<file path="src/rtl/sfx_scheduler.sv">
// Sound-effect scheduler: latches event edges, plays the highest-priority pending effect frame by frame.
// Optional build macro SFX_PREEMPT_EN lets a strictly higher pending effect interrupt the one playing.
module sfx_scheduler #(
    parameter int DUR0       = 16,
    parameter int DUR1       = 24,
    parameter int DUR2       = 32,
    parameter int DUR3       = 48,
    parameter int GAP_FRAMES = 2
) (
    input  logic       clk,
    input  logic       rst_n,
    input  logic       frame_tick,
    input  logic [3:0] evt_req,
    output logic [3:0] evt_ack,
    output logic       sfx_active,
    output logic [1:0] sfx_id,
    output logic [4:0] sfx_env,
    output logic [8:0] tone_period,
    output logic       noise_en,
    output logic       bgm_duck
);

    typedef enum logic [1:0] {
        S_IDLE = 2'd0,
        S_PLAY = 2'd1,
        S_GAP  = 2'd2
    } state_t;

    state_t      state;
    state_t      state_nxt;
    logic [3:0]  evt_prev;
    logic [3:0]  pending;
    logic [3:0]  rise;
    logic [3:0]  win_mask;
    logic [1:0]  win_id;
    logic        pend_any;
    logic        preempt;
    logic        start;
    logic        last_frame;
    logic        gap_done;
    logic [1:0]  cur_id;
    logic [5:0]  frame_cnt;
    logic [3:0]  gap_cnt;
    logic [4:0]  env_q;
    logic [4:0]  env_nxt;
    logic [8:0]  period_q;
    logic [8:0]  period_nxt;
    logic        noise_q;
    logic [3:0]  ack_q;
    logic signed [10:0] period_sum;

    function automatic logic [8:0] tbl_start(input logic [1:0] id);
        case (id)
            2'd0:    tbl_start = 9'd0;
            2'd1:    tbl_start = 9'd40;
            2'd2:    tbl_start = 9'd120;
            default: tbl_start = 9'd200;
        endcase
    endfunction

    function automatic logic signed [10:0] tbl_step(input logic [1:0] id);
        case (id)
            2'd0:    tbl_step = 11'sd0;
            2'd1:    tbl_step = -11'sd2;
            2'd2:    tbl_step = 11'sd4;
            default: tbl_step = 11'sd3;
        endcase
    endfunction

    function automatic logic [4:0] tbl_decay(input logic [1:0] id);
        case (id)
            2'd0:    tbl_decay = 5'd2;
            2'd1:    tbl_decay = 5'd1;
            2'd2:    tbl_decay = 5'd2;
            default: tbl_decay = 5'd1;
        endcase
    endfunction

    function automatic logic tbl_noise(input logic [1:0] id);
        tbl_noise = (id == 2'd0) || (id == 2'd3);
    endfunction

    function automatic logic [5:0] dur_last(input logic [1:0] id);
        case (id)
            2'd0:    dur_last = 6'(DUR0 - 1);
            2'd1:    dur_last = 6'(DUR1 - 1);
            2'd2:    dur_last = 6'(DUR2 - 1);
            default: dur_last = 6'(DUR3 - 1);
        endcase
    endfunction

    // Arbitration only sees registered pending, so an edge latched on a tick waits for the next tick.
    always_comb begin
        win_id = 2'd0;
        for (int i = 0; i < 4; i++) begin
            if (pending[i]) win_id = 2'(i);
        end
    end

    assign pend_any   = |pending;
    assign win_mask   = 4'b0001 << win_id;
    assign rise       = evt_req & ~evt_prev;
    assign last_frame = (frame_cnt == dur_last(cur_id));
    assign gap_done   = (gap_cnt == 4'(GAP_FRAMES - 1));

`ifdef SFX_PREEMPT_EN
    assign preempt = frame_tick && (state == S_PLAY) && pend_any && (win_id > cur_id);
`else
    assign preempt = 1'b0;
`endif

    assign start = (frame_tick && (state == S_IDLE) && pend_any) || preempt;

    // Period math keeps one spare bit above signed 10-bit so a +step near 511 cannot wrap negative.
    assign period_sum = $signed({2'b00, period_q}) + tbl_step(cur_id);

    always_comb begin
        period_nxt = period_sum[8:0];
        if (period_sum < 11'sd0) begin
            period_nxt = 9'd0;
        end else if (period_sum > 11'sd511) begin
            period_nxt = 9'd511;
        end
        env_nxt = (env_q > tbl_decay(cur_id)) ? (env_q - tbl_decay(cur_id)) : 5'd0;
    end

    always_ff @(posedge clk) begin
        if (rst_n) begin
            state <= S_IDLE;
        end else begin
            state <= state_nxt;
        end
    end

    always_comb begin
        state_nxt = state;
        case (state)
            S_IDLE: if (start) state_nxt = S_PLAY;
            S_PLAY: begin
                if (start) begin
                    state_nxt = S_PLAY;
                end else if (frame_tick && last_frame) begin
                    state_nxt = S_GAP;
                end
            end
            S_GAP:   if (frame_tick && gap_done) state_nxt = S_IDLE;
            default: state_nxt = S_IDLE;
        endcase
    end

    always_ff @(posedge clk) begin
        if (rst_n) begin
            evt_prev  <= 4'd0;
            pending   <= 4'd0;
            ack_q     <= 4'd0;
            cur_id    <= 2'd0;
            frame_cnt <= 6'd0;
            gap_cnt   <= 4'd0;
            env_q     <= 5'd0;
            period_q  <= 9'd0;
            noise_q   <= 1'b0;
        end else begin
            evt_prev <= evt_req;
            // A fresh edge on the bit being consumed this cycle survives: set wins over clear.
            pending  <= (pending & ~(start ? win_mask : 4'd0)) | rise;
            ack_q    <= start ? win_mask : 4'd0;
            if (start) begin
                cur_id    <= win_id;
                frame_cnt <= 6'd0;
                env_q     <= 5'd31;
                period_q  <= tbl_start(win_id);
                noise_q   <= tbl_noise(win_id);
            end else if ((state == S_PLAY) && frame_tick) begin
                if (last_frame) begin
                    env_q    <= 5'd0;
                    period_q <= 9'd0;
                    noise_q  <= 1'b0;
                    gap_cnt  <= 4'd0;
                end else begin
                    env_q     <= env_nxt;
                    period_q  <= period_nxt;
                    frame_cnt <= frame_cnt + 6'd1;
                end
            end else if ((state == S_GAP) && frame_tick) begin
                gap_cnt <= gap_cnt + 4'd1;
            end
        end
    end

    always_comb begin
        evt_ack     = ack_q;
        sfx_active  = (state == S_PLAY);
        sfx_id      = (state == S_PLAY) ? cur_id : 2'd0;
        sfx_env     = env_q;
        tone_period = period_q;
        noise_en    = noise_q;
        bgm_duck    = (state != S_IDLE);
    end

endmodule

</file>
<file path="config.mk">
export PLATFORM = sky130hd
export DESIGN_NAME = sfx_scheduler
export DESIGN_NICKNAME = d
export VERILOG_FILES = /design/src/rtl/sfx_scheduler.sv
export SDC_FILE = /design/constraint.sdc
export NUM_CORES = 1
export LEC_CHECK = 0
export ABC_AREA = 0
export BUFFER_PORTS_ARGS = -buffer_cell sky130_fd_sc_hd__buf_2
export CAP_MARGIN = 20
export CORE_UTILIZATION = 59
export DETAILED_ROUTE_END_ITERATION = 12
export GPL_ROUTABILITY_DRIVEN = 1
export PLACE_DENSITY = 0.8
export SYNTH_ARGS = -nofsm -noshare
export SYNTH_HDL_FRONTEND = slang
export SYNTH_SLANG_ARGS = --single-unit
</file>
<file path="constraint.sdc">
create_clock -name clk -period 2.72 [get_ports clk]
set_input_delay 0.272 -clock clk [delete_from_list [all_inputs] [get_ports clk]]
set_output_delay 0.272 -clock clk [all_outputs]
set_load 0.05 [all_outputs]
</file>
# Yosys cells after proc, flatten, opt, wreduce, memory -nomap -nowiden
# Index checks and enable logic that the tools add are counted.
[word_totals]
ff_bits = 41
inputBits = 7
out_inout_bits = 23
word_cells = 88
[op_classes]
add_sub_neg = 4
magnitude_cmp = 3
n_eq_ne = 13
n_shift = 1
n_mux = 29
bitwise = 7
reduce_logical = 21
[ops]
columns = ["op", "n"]
rows = [
  ["9-bit 2-to-1 mux", 5],
  ["11-bit case mux with 3 select lines", 1],
  ["8-bit case mux with 3 select lines", 1],
  ["5-bit 2-to-1 mux", 4],
  ["6-bit case mux with 3 select lines", 1],
  ["2-bit 2-to-1 mux", 8],
  ["4-bit 2-to-1 mux", 4],
  ["10-bit by 11-bit adder with 11-bit output", 1],
  ["11-bit by 10-bit greater-than comparator with 1-bit output (second input constant)", 1],
  ["11-bit by 1-bit less-than comparator with 1-bit output (second input constant)", 1],
  ["4-bit bitwise AND", 2],
  ["2-bit == test (second input constant)", 4],
  ["4-bit NOT", 2],
  ["2-bit nonzero test", 4],
  ["6-bit by 1-bit adder with 6-bit output (second input constant)", 1],
  ["2-bit by 1-bit == test with 1-bit output (second input constant)", 3],
  ["6-bit == test", 1],
  ["1-bit logical AND", 6],
  ["2-bit zero test", 3],
  ["2-bit inequality test (second input constant)", 3],
  ["2-bit case mux with 3 select lines", 1],
  ["3-bit AND reduction", 2],
  ["5-bit greater-than comparator", 1],
  ["5-bit subtractor", 1],
  ["11 further kinds", 17],
]

# Depth between registers and ports, before layout
# Gate-level depths: netlist of run 1.
[depth]
ltp_word = 9
depth_mapped = 10
ltp_nobuf = 10

# Least setup slack after synthesis of run 1
# Ideal clock, no wire load.
[synth_timing]
path_kind = "register -> register"
from = "register cur_id[0]"
to = "register period_q[8] (netlist: tone_period[8])"
setup_time_ns = 0.131
t_arrival_ns = 2.326
required_time_ns = 2.589
setup_slack_ns = 0.264
path_stages_with_launch = 10
n_path_buf = 0
period_less_slack_ns = 2.456
path_cell_list = "dfxtp_1 ha_1 inv_1 ha_1 a21oi_1 a21oi_1 o311ai_1 mux2_4 a2111oi_4 nor3_1"
[synth_between]
elab_chain_len = 9
word_cells_on_any_way = 14
classes_between = "add/sub: 1; order compare: 2; eq/ne: 3; mux: 7; reduce/logical: 1"
[synth_lines]
columns = ["element", "line_no", "rtl"]
rows = [
  ["start, declared", "41", "logic [1:0] cur_id;"],
  ["start signal, assigned", "168", "cur_id <= win_id;"],
  ["2-bit == test (tied with other cells)", "62, 84", ""],
  ["11-bit case mux with 3 select lines", "62", "case (id)"],
  ["10-bit by 11-bit adder with 11-bit output", "115", "assign period_sum = $signed({2'b00, period_q}) + tbl_step(cur_id);"],
  ["11-bit by 10-bit greater-than comparator with 1-bit output", "121", "end else if (period_sum > 11'sd511) begin"],
  ["9-bit 2-to-1 mux", "121", ""],
  ["9-bit 2-to-1 mux", "119", "if (period_sum < 11'sd0) begin"],
  ["9-bit 2-to-1 mux (*)", "174", "if (last_frame) begin"],
  ["9-bit 2-to-1 mux (*)", "173", "end else if ((state == S_PLAY) && frame_tick) begin"],
  ["9-bit 2-to-1 mux (*)", "167", "if (start) begin"],
  ["end signal, assigned", "171", "period_q <= tbl_start(win_id);"],
  ["end signal, assigned", "181", "period_q <= period_nxt;"],
  ["end, declared", "46", "logic [8:0] period_q;"],
]
# Mark *: on every way between the ends. The rest lies on a longest branch, timed or not. The select of a mux whose other input is x is not followed.
# A chain may end at the register's enable or synchronous reset.

# Worst setup path after layout of run 1
# Same ends and word-level chain as after synthesis.

==> flow_metrics.env, run 1 <==
export IMPL_reg2reg_to="tone_period[8]$_SDFFE_PP0P_"
export IMPL_slew_viol_final=0
export IMPL_root_buffer="clkbuf_8"
export IMPL_synth_area_top_cells="dfxtp_1 31%, ha_1 8.4%, a21oi_1 4.9%, xnor2_1 3.9%, nand2_1 3.8%"
export IMPL_worstReg2RegStart="cur_id[0]$_SDFFE_PP0P_"
export IMPL_sequentialPowerShare=0.422
export IMPL_finalWirelength_mm=6.13
export IMPL_grt_overflow=0
export IMPL_grt_max_degree=39
export IMPL_power_frac_clock=0.249
export IMPL_syn_area_mm2=0.00268
export IMPL_m1WireLength_mm=2.76
export IMPL_worst_setup_path_start_kind="flip-flop"
export IMPL_wl_per_cell_um=15.3
export IMPL_worstMarginPinSlew_ps=728
export IMPL_start_util=0.616
export IMPL_vias=2400
export IMPL_cts_sinks=41
export IMPL_synthCells=321
export IMPL_clk_latency_ps=300
export IMPL_p_per_area_mw_per_mm2=551
export IMPL_design_area_mm2=0.00299
export IMPL_sw_frac_of_total=0.381
export IMPL_core_area_mm2=0.00435
export IMPL_drive_above_1_share=0.195
export IMPL_synth_edf_count=0
export IMPL_yosys_area_top_type="dfxtp_1"
export IMPL_postRouteAntennaNets=0
export IMPL_p_comb_frac=0.328
export IMPL_peakVddDrop_mv=0.418
export IMPL_cp_arrival_ps=2790
export IMPL_firstDrtPassIters=4
export IMPL_grt_pass1_wl_mm=10.7
export IMPL_rsz0062_at_grt="no"
export IMPL_clock_path_buffers=2
export IMPL_synth_seq_cells=41
export IMPL_ys_dominant_reg_cell="dfxtp_1"
export IMPL_layout_nets=375
export IMPL_post_route_period_util=0.939
export IMPL_leakage_nw=1.23
export IMPL_fin_skew_ps=9.14
export IMPL_drcViolationCount=0
export IMPL_cts_made_buffers=5
export IMPL_hold_violations=0
export IMPL_cp_max_fo=6
export IMPL_r2r_slack_ps=160
export IMPL_tns_ps=0
export IMPL_yosys_warnings=0
export IMPL_io_pin_count=30
export IMPL_syn_avg_cell_area_um2=8.35
export IMPL_status="finished, final reports clean"
export IMPL_htree_levels=2
export IMPL_grt_pass1_vias=2283
export IMPL_synthesis_nets=348
export IMPL_highest_layer="met4"
export IMPL_p_int_mw=1.02
export IMPL_holdPathEnd="evt_prev[3]$_SDFF_PP0_"
export IMPL_die_x_um=69.4
export IMPL_cts_tree="yes"
export IMPL_rr_worst_depth=9
export IMPL_syn_to_final_growth_pct=11.6
export IMPL_synth_distinct_cells=63
export IMPL_synth_top_area_frac=0.306
export IMPL_drv_cap=0
export IMPL_yosysSeqAreaShare=0.306
export IMPL_dr_wl_met3_um=170
export IMPL_max_slew_margin_rel=0.515
export IMPL_placed_cell_area_mm2=0.00287
export IMPL_dieArea_mm2=0.00482
export IMPL_num_rows=24
export IMPL_numPortBuffers=29
export IMPL_vias_per_cell=5.99
export IMPL_setup_viol=0
export IMPL_critPathCaptureType="flip-flop"
export IMPL_p_switching_uw=629
export IMPL_path_class="reg2reg"
export IMPL_max_freq_mhz=391
export IMPL_critPathRequiredTime_ps=2950
export IMPL_hp_class="in2reg"
export IMPL_groute_usage_overall=0.270
export IMPL_hpwl_mm=4.40
export IMPL_die_h_um=69.4
export IMPL_holdPathStages=2
export IMPL_finalPower_mw=1.65
export IMPL_min_from="evt_req[3]"
export IMPL_async_flop_share=0
export IMPL_postCtsSetupRepairBufs=0
export IMPL_antenna_cells=0
export IMPL_cp_startpoint="cur_id[0]$_SDFFE_PP0P_"
export IMPL_gp_congestion=0.935
export IMPL_antenna_found_initial=0
export IMPL_path_clk_slew_ps=90
export IMPL_drt_iter0_markers=104
export IMPL_layout_min_cycle_time_ps=2560
export IMPL_wl_met2_mm=3.07
## stage by stage
step | cells | util | worst slack [ps] | hold WS [ps]
2_1_floorplan | 321 | - | 264 | 400
5_1_grt | 401 | 0.687 | 16.1 | 186
3_3_place_gp | 393 | 0.659 | 148 | 467
6_report | 401 | 0.687 | 165 | 185
3_5_place_dp | 393 | 0.659 | 32.8 | 480
4_1_cts | 401 | 0.680 | 24.6 | 187
## registers in the layout (all words and copies together), names as in the netlist
name	flops
tone_period	9
frame_cnt	6
sfx_env	5
evt_ack	4
evt_prev	4
gap_cnt	4
pending	4
cur_id	2
state	2
noise_en	1
## worst max path at each step
stage          slack [ps]                          end  cells past startpoint
2_1_floorplan         260  tone_period[8]$_SDFFE_PP0P_                      9
5_1_grt                20  tone_period[8]$_SDFFE_PP0P_                      8
4_1_cts                20  tone_period[8]$_SDFFE_PP0P_                     10
6_report              160  tone_period[8]$_SDFFE_PP0P_                      9
3_3_place_gp          150  tone_period[8]$_SDFFE_PP0P_                     10
3_5_place_dp           30  tone_period[8]$_SDFFE_PP0P_                      9
## layout make-up
type	count	area [µm²]
Fill cell	395	1360
Sequential cell	41	821
Inverter	13	48.8
Clock buffer	5	68.8
Timing Repair Buffer	38	213
Multi-Input combinational cell	249	1750
Tap cell	52	65.1
Clock inverter	3	21.3
## per-layer routing
metal / up-vias / track usage
met5: - / 0
met2: 47 / 0.461
met4: 0 / 0.0930
met1: 1144 / 0.342
met3: 12 / 0.0480
li1: 1197 / -
## critical path: stages (launching register included)
cell and delay (ps):
dfxtp_1 390, ha_1 260, ha_1 230, fa_1 450
a21o_1 250, a2111oi_2 330, o21ai_0 140, o21ai_1 170
a2111oi_4 90, nor3_1 180
## synth_stat cells (4+ instances only)
library cell / instances
a211oi_1: 4
a21oi_1: 26
a31oi_1: 6
and2_1: 10
buf_2: 9
clkbuf_1: 6
dfxtp_1: 41
ha_1: 18
inv_1: 13
nand2_1: 27
nand2b_1: 4
nand3_1: 5
nor2_1: 27
nor2b_1: 12
nor3_1: 10
o211ai_1: 5
o21ai_0: 18
xnor2_1: 12
xor2_1: 7
## placed cells by master, fill, tap and decap left out, types with 2 or more instances in the layout
cell	Yosys	layout
a211oi_1	4	4
a21o_1	2	2
a21oi_1	26	25
a31oi_1	6	6
a32oi_1	2	2
and2_1	10	10
buf_2	9	29
buf_4	1	9
clkbuf_8	0	5
dfxtp_1	41	41
fa_1	2	2
ha_1	18	16
inv_1	13	13
mux2i_1	2	2
nand2_1	27	27
nand2b_1	4	4
nand3_1	5	5
nand3b_1	2	2
nand4_1	3	3
nand4b_1	3	3
nor2_1	27	27
nor2b_1	12	12
nor3_1	10	10
nor3_2	2	2
nor4_1	2	2
o211ai_1	5	5
o21ai_0	18	18
o21ai_1	2	2
o221a_2	2	2
o31ai_1	3	3
or2_2	2	2
or3b_1	2	2
xnor2_1	12	12
xor2_1	7	7
## power groups by stage
stage / Sequential, mW / Combinational, mW / Clock, mW
after floorplan: 0.765 / 0.351 / 0
after CTS: 0.695 / 0.529 / 0.418
after global routing: 0.704 / 0.600 / 0.446
after global placement: 0.707 / 0.512 / 0
after detailed placement: 0.709 / 0.525 / 0
final: 0.697 / 0.542 / 0.411
## timing repair
action,in CTS,in global routing
setup endpoints to repair,0,9
gates resized for setup,0,7
hold buffers,0,0
## cell families (layout without fill, tap and decap cells)
family | count (synthesis) | in the layout | share of synthesized area
simple gates | 121 | 121 | 0.250
compound gates | 85 | 85 | 0.212
flops | 41 | 41 | 0.306
buf+inv | 31 | 59 | 0.0518
fa+ha+maj | 20 | 20 | 0.0989
xor+xnor | 20 | 20 | 0.0681
mux | 3 | 3 | 0.0131
Power figures use the tool's default switching activity.
==> run 2: changes to the inputs <==
ABC_AREA = 1   (was 0)
CAP_MARGIN = 10   (was 20)
CORE_UTILIZATION = 58   (was 59)
PLACE_DENSITY = 0.79   (was 0.8)
==> run 2 against run 1 <==
Net effect: non-clock buffer count decreased by 6; flip-flop and latch count did not move; critical path depth did not move; global-route usage is 1.6 points lower; clock skew shrank 0.85 ps; highest routed layer unchanged.
==> flow_metrics.env, run 2 <==
export IMPL_placedCellCount=433
export IMPL_drv_cap=0
export IMPL_max_slew_margin_rel=0.746
export IMPL_fin_cells=441
export IMPL_fin_ws_ps=264
export IMPL_num_rows=23
export IMPL_synth_most_common_cell="nand2_1"
export IMPL_synthCells=358
export IMPL_root_buffer="clkbuf_8"
export IMPL_critPathRequiredTime_ps=2940
export IMPL_p_per_area_mw_per_mm2=620
export IMPL_final_common_cell="nand2_1"
export IMPL_drive_above_1_share=0.179
export IMPL_placed_cell_area_mm2=0.00276
export IMPL_worstPathCellList="ha_1, ha_1, inv_1, o21ai_0, o21ai_0, nand4_2, a21oi_4, nand2_1, a21oi_1"
export IMPL_leakage_nw=1.38
export IMPL_design_area_mm2=0.00288
export IMPL_async_flop_share=0
export IMPL_wl_per_cell_um=12.3
export IMPL_synth_area_top_cells="dfxtp_1 32%, nand2_1 12%, ha_1 8.7%, inv_1 8.0%, a21oi_1 5.8%"
export IMPL_vias_per_cell=5.30
export IMPL_path_class="reg2reg"
export IMPL_grt_pass1_vias=2025
export IMPL_max_freq_mhz=407
export IMPL_register_area_um2=821
export IMPL_postRouteAntennaNets=0
export IMPL_numPortBuffers=29
export IMPL_ys_dominant_reg_cell="dfxtp_1"
export IMPL_synth_seq_cells=41
export IMPL_slew_viol_final=0
export IMPL_syn_area_mm2=0.00258
export IMPL_layout_min_cycle_time_ps=2460
export IMPL_clk_latency_ps=290
export IMPL_met1_usage=0.332
export IMPL_start_util=0.623
export IMPL_vias=2339
export IMPL_io_pin_count=30
export IMPL_drt_iter0_markers=167
export IMPL_cts_hold_buf=0
export IMPL_htree_levels=2
export IMPL_critPathSlowestCell="dfxtp_1"
export IMPL_multiInputGateArea_mm2=0.00149
export IMPL_post_cts_resized=0
export IMPL_met2_usage=0.417
export IMPL_sequentialPowerShare=0.386
export IMPL_largest_reg_flops=9
export IMPL_antenna_cells=0
export IMPL_worstMarginPinSlew_ps=377
export IMPL_fillCellCount=339
export IMPL_fin_skew_ps=8.29
export IMPL_synth_top_area_frac=0.318
export IMPL_groute_usage_overall=0.254
export IMPL_peakVddDrop_mv=0.411
export IMPL_sw_frac_of_total=0.372
export IMPL_busiest_layer="met2"
export IMPL_layout_nets=417
export IMPL_dp_slack_ps=312
export IMPL_synth_commonest_cells="82 x nand2_1, 55 x inv_1, 41 x dfxtp_1"
export IMPL_path_clk_slew_ps=80
export IMPL_yosys_area_top_type="dfxtp_1"
export IMPL_power_frac_clock=0.291
export IMPL_hpwl_mm=4.07
export IMPL_critPathCaptureType="flip-flop"
export IMPL_p_comb_frac=0.323
export IMPL_tns_ps=0
export IMPL_rsz0062_at_grt="no"
export IMPL_die_x_um=68.7
export IMPL_cts_made_buffers=5
export IMPL_post_route_period_util=0.903
export IMPL_yosys_warnings=0
export IMPL_dieArea_mm2=0.00473
export IMPL_grt_pass1_wl_mm=8.91
export IMPL_grt_overflow=0
export IMPL_setup_viol=0
export IMPL_core_area_mm2=0.00414
export IMPL_firstDrtPassIters=4
export IMPL_grt_max_degree=19
export IMPL_drcViolationCount=0
export IMPL_layout_common_cells="82 x nand2_1, 55 x inv_1, 41 x dfxtp_1"
export IMPL_gp_congestion=0.907
export IMPL_grtUsageMet3=0.0461
export IMPL_die_h_um=68.7
export IMPL_p_int_mw=1.12
export IMPL_finalWirelength_mm=5.41
export IMPL_antenna_found_initial=0
export IMPL_postCtsSetupRepairBufs=0
export IMPL_cp_max_fo=9
export IMPL_p_switching_uw=664
export IMPL_cts_sinks=41
export IMPL_syn_avg_cell_area_um2=7.22
export IMPL_cp_arrival_ps=2680
export IMPL_yosysSeqAreaShare=0.318
export IMPL_clock_path_buffers=2
export IMPL_hp_class="in2reg"
export IMPL_cts_tree="yes"
export IMPL_status="finished, final reports clean"
export IMPL_synth_distinct_cells=39
export IMPL_worst_setup_path_start_kind="flip-flop"
export IMPL_synth_edf_count=0
export IMPL_crit_path_max_incr_delay_ps=540
export IMPL_synthesis_nets=385
export IMPL_syn_to_final_growth_pct=11.5
export IMPL_hold_violations=0
## run 2: cell types whose count changed after synthesis, sizes merged, moves of 5 or more
| cell | change |
|---|---|
| and2 | -9 |
| nand2 | +70 |
| nand3 | +12 |
| o22ai | +7 |
| buf | -7 |
| a21oi | +5 |
| nor2b | -12 |
| nor2 | -5 |
| xnor2 | -9 |
| inv | +45 |
## run 2: per-stage QoR
step | power (mW) | hold WS [ps] | utilization
final | 1.79 | 179 | 0.695
after global routing | 1.89 | 178 | 0.695
after CTS | 1.79 | 172 | 0.695
after detailed placement | 1.27 | 418 | 0.666
after global placement | 1.27 | 412 | 0.666
after floorplan | 1.16 | 388 | -
## run 2: power groups by stage
stage,sequential [mW],clock (mW),combinational (mW)
finish,0.689,0.519,0.578
global route,0.696,0.554,0.639
CTS,0.688,0.528,0.576
detailed placement,0.702,0,0.572
global placement,0.701,0,0.568
floorplan,0.786,0,0.379
## run 2: path summary, 6_finish.rpt
path / startpoint / endpoint / slack (ps) / depth (start not counted)
worst max register to register: cur_id[0]$_SDFFE_PP0P_ / tone_period[1]$_SDFFE_PP0P_ / 260 / 9
worst min-delay path: evt_req[1] / evt_prev[1]$_SDFF_PP0_ / 180 / 3
worst min register to register: evt_prev[1]$_SDFF_PP0_ / pending[1]$_SDFF_PP0_ / 430 / 1
worst max-delay path: cur_id[0]$_SDFFE_PP0P_ / tone_period[1]$_SDFFE_PP0P_ / 260 / 9
## run 2: area by class of cell
class,count,share of cell area
multi-input cells,252,0.517
flip-flops and latches,41,0.285
inverters,58,0.0764
repair buffers,32,0.0582
clock buffers,6,0.0287
well taps,50,0.0217
clock inverters,2,0.0130
## run 2: cells by family (layout without fill, tap and decap cells)
| kind of cell | count (synthesis) | count (layout) | synth area share |
|---|---|---|---|
| and+or+nand+nor | 155 | 155 | 0.294 |
| buffers and inverters | 65 | 98 | 0.106 |
| DFF | 41 | 41 | 0.318 |
| xor gates and xnor gates | 8 | 8 | 0.0271 |
| AOI/OAI and AO/OA | 69 | 69 | 0.153 |
| adders and majority gates | 20 | 20 | 0.103 |
## run 2: per-layer routing
layer	up-vias	wire length, µm
met5	-	0
li1	1218	-
met3	20	210
met4	0	131
met1	1037	2620
met2	64	2450
## run 2: worst max-delay path: cells and delay by family (launching register included)
family                   cells  cell delay (ps)
AO/OA/AOI/OAI                4              920
flip-flops                   1              540
adder cells (fa/ha/maj)      2              530
AND/OR/NAND/NOR              2              300
buffers and inverters        1              100
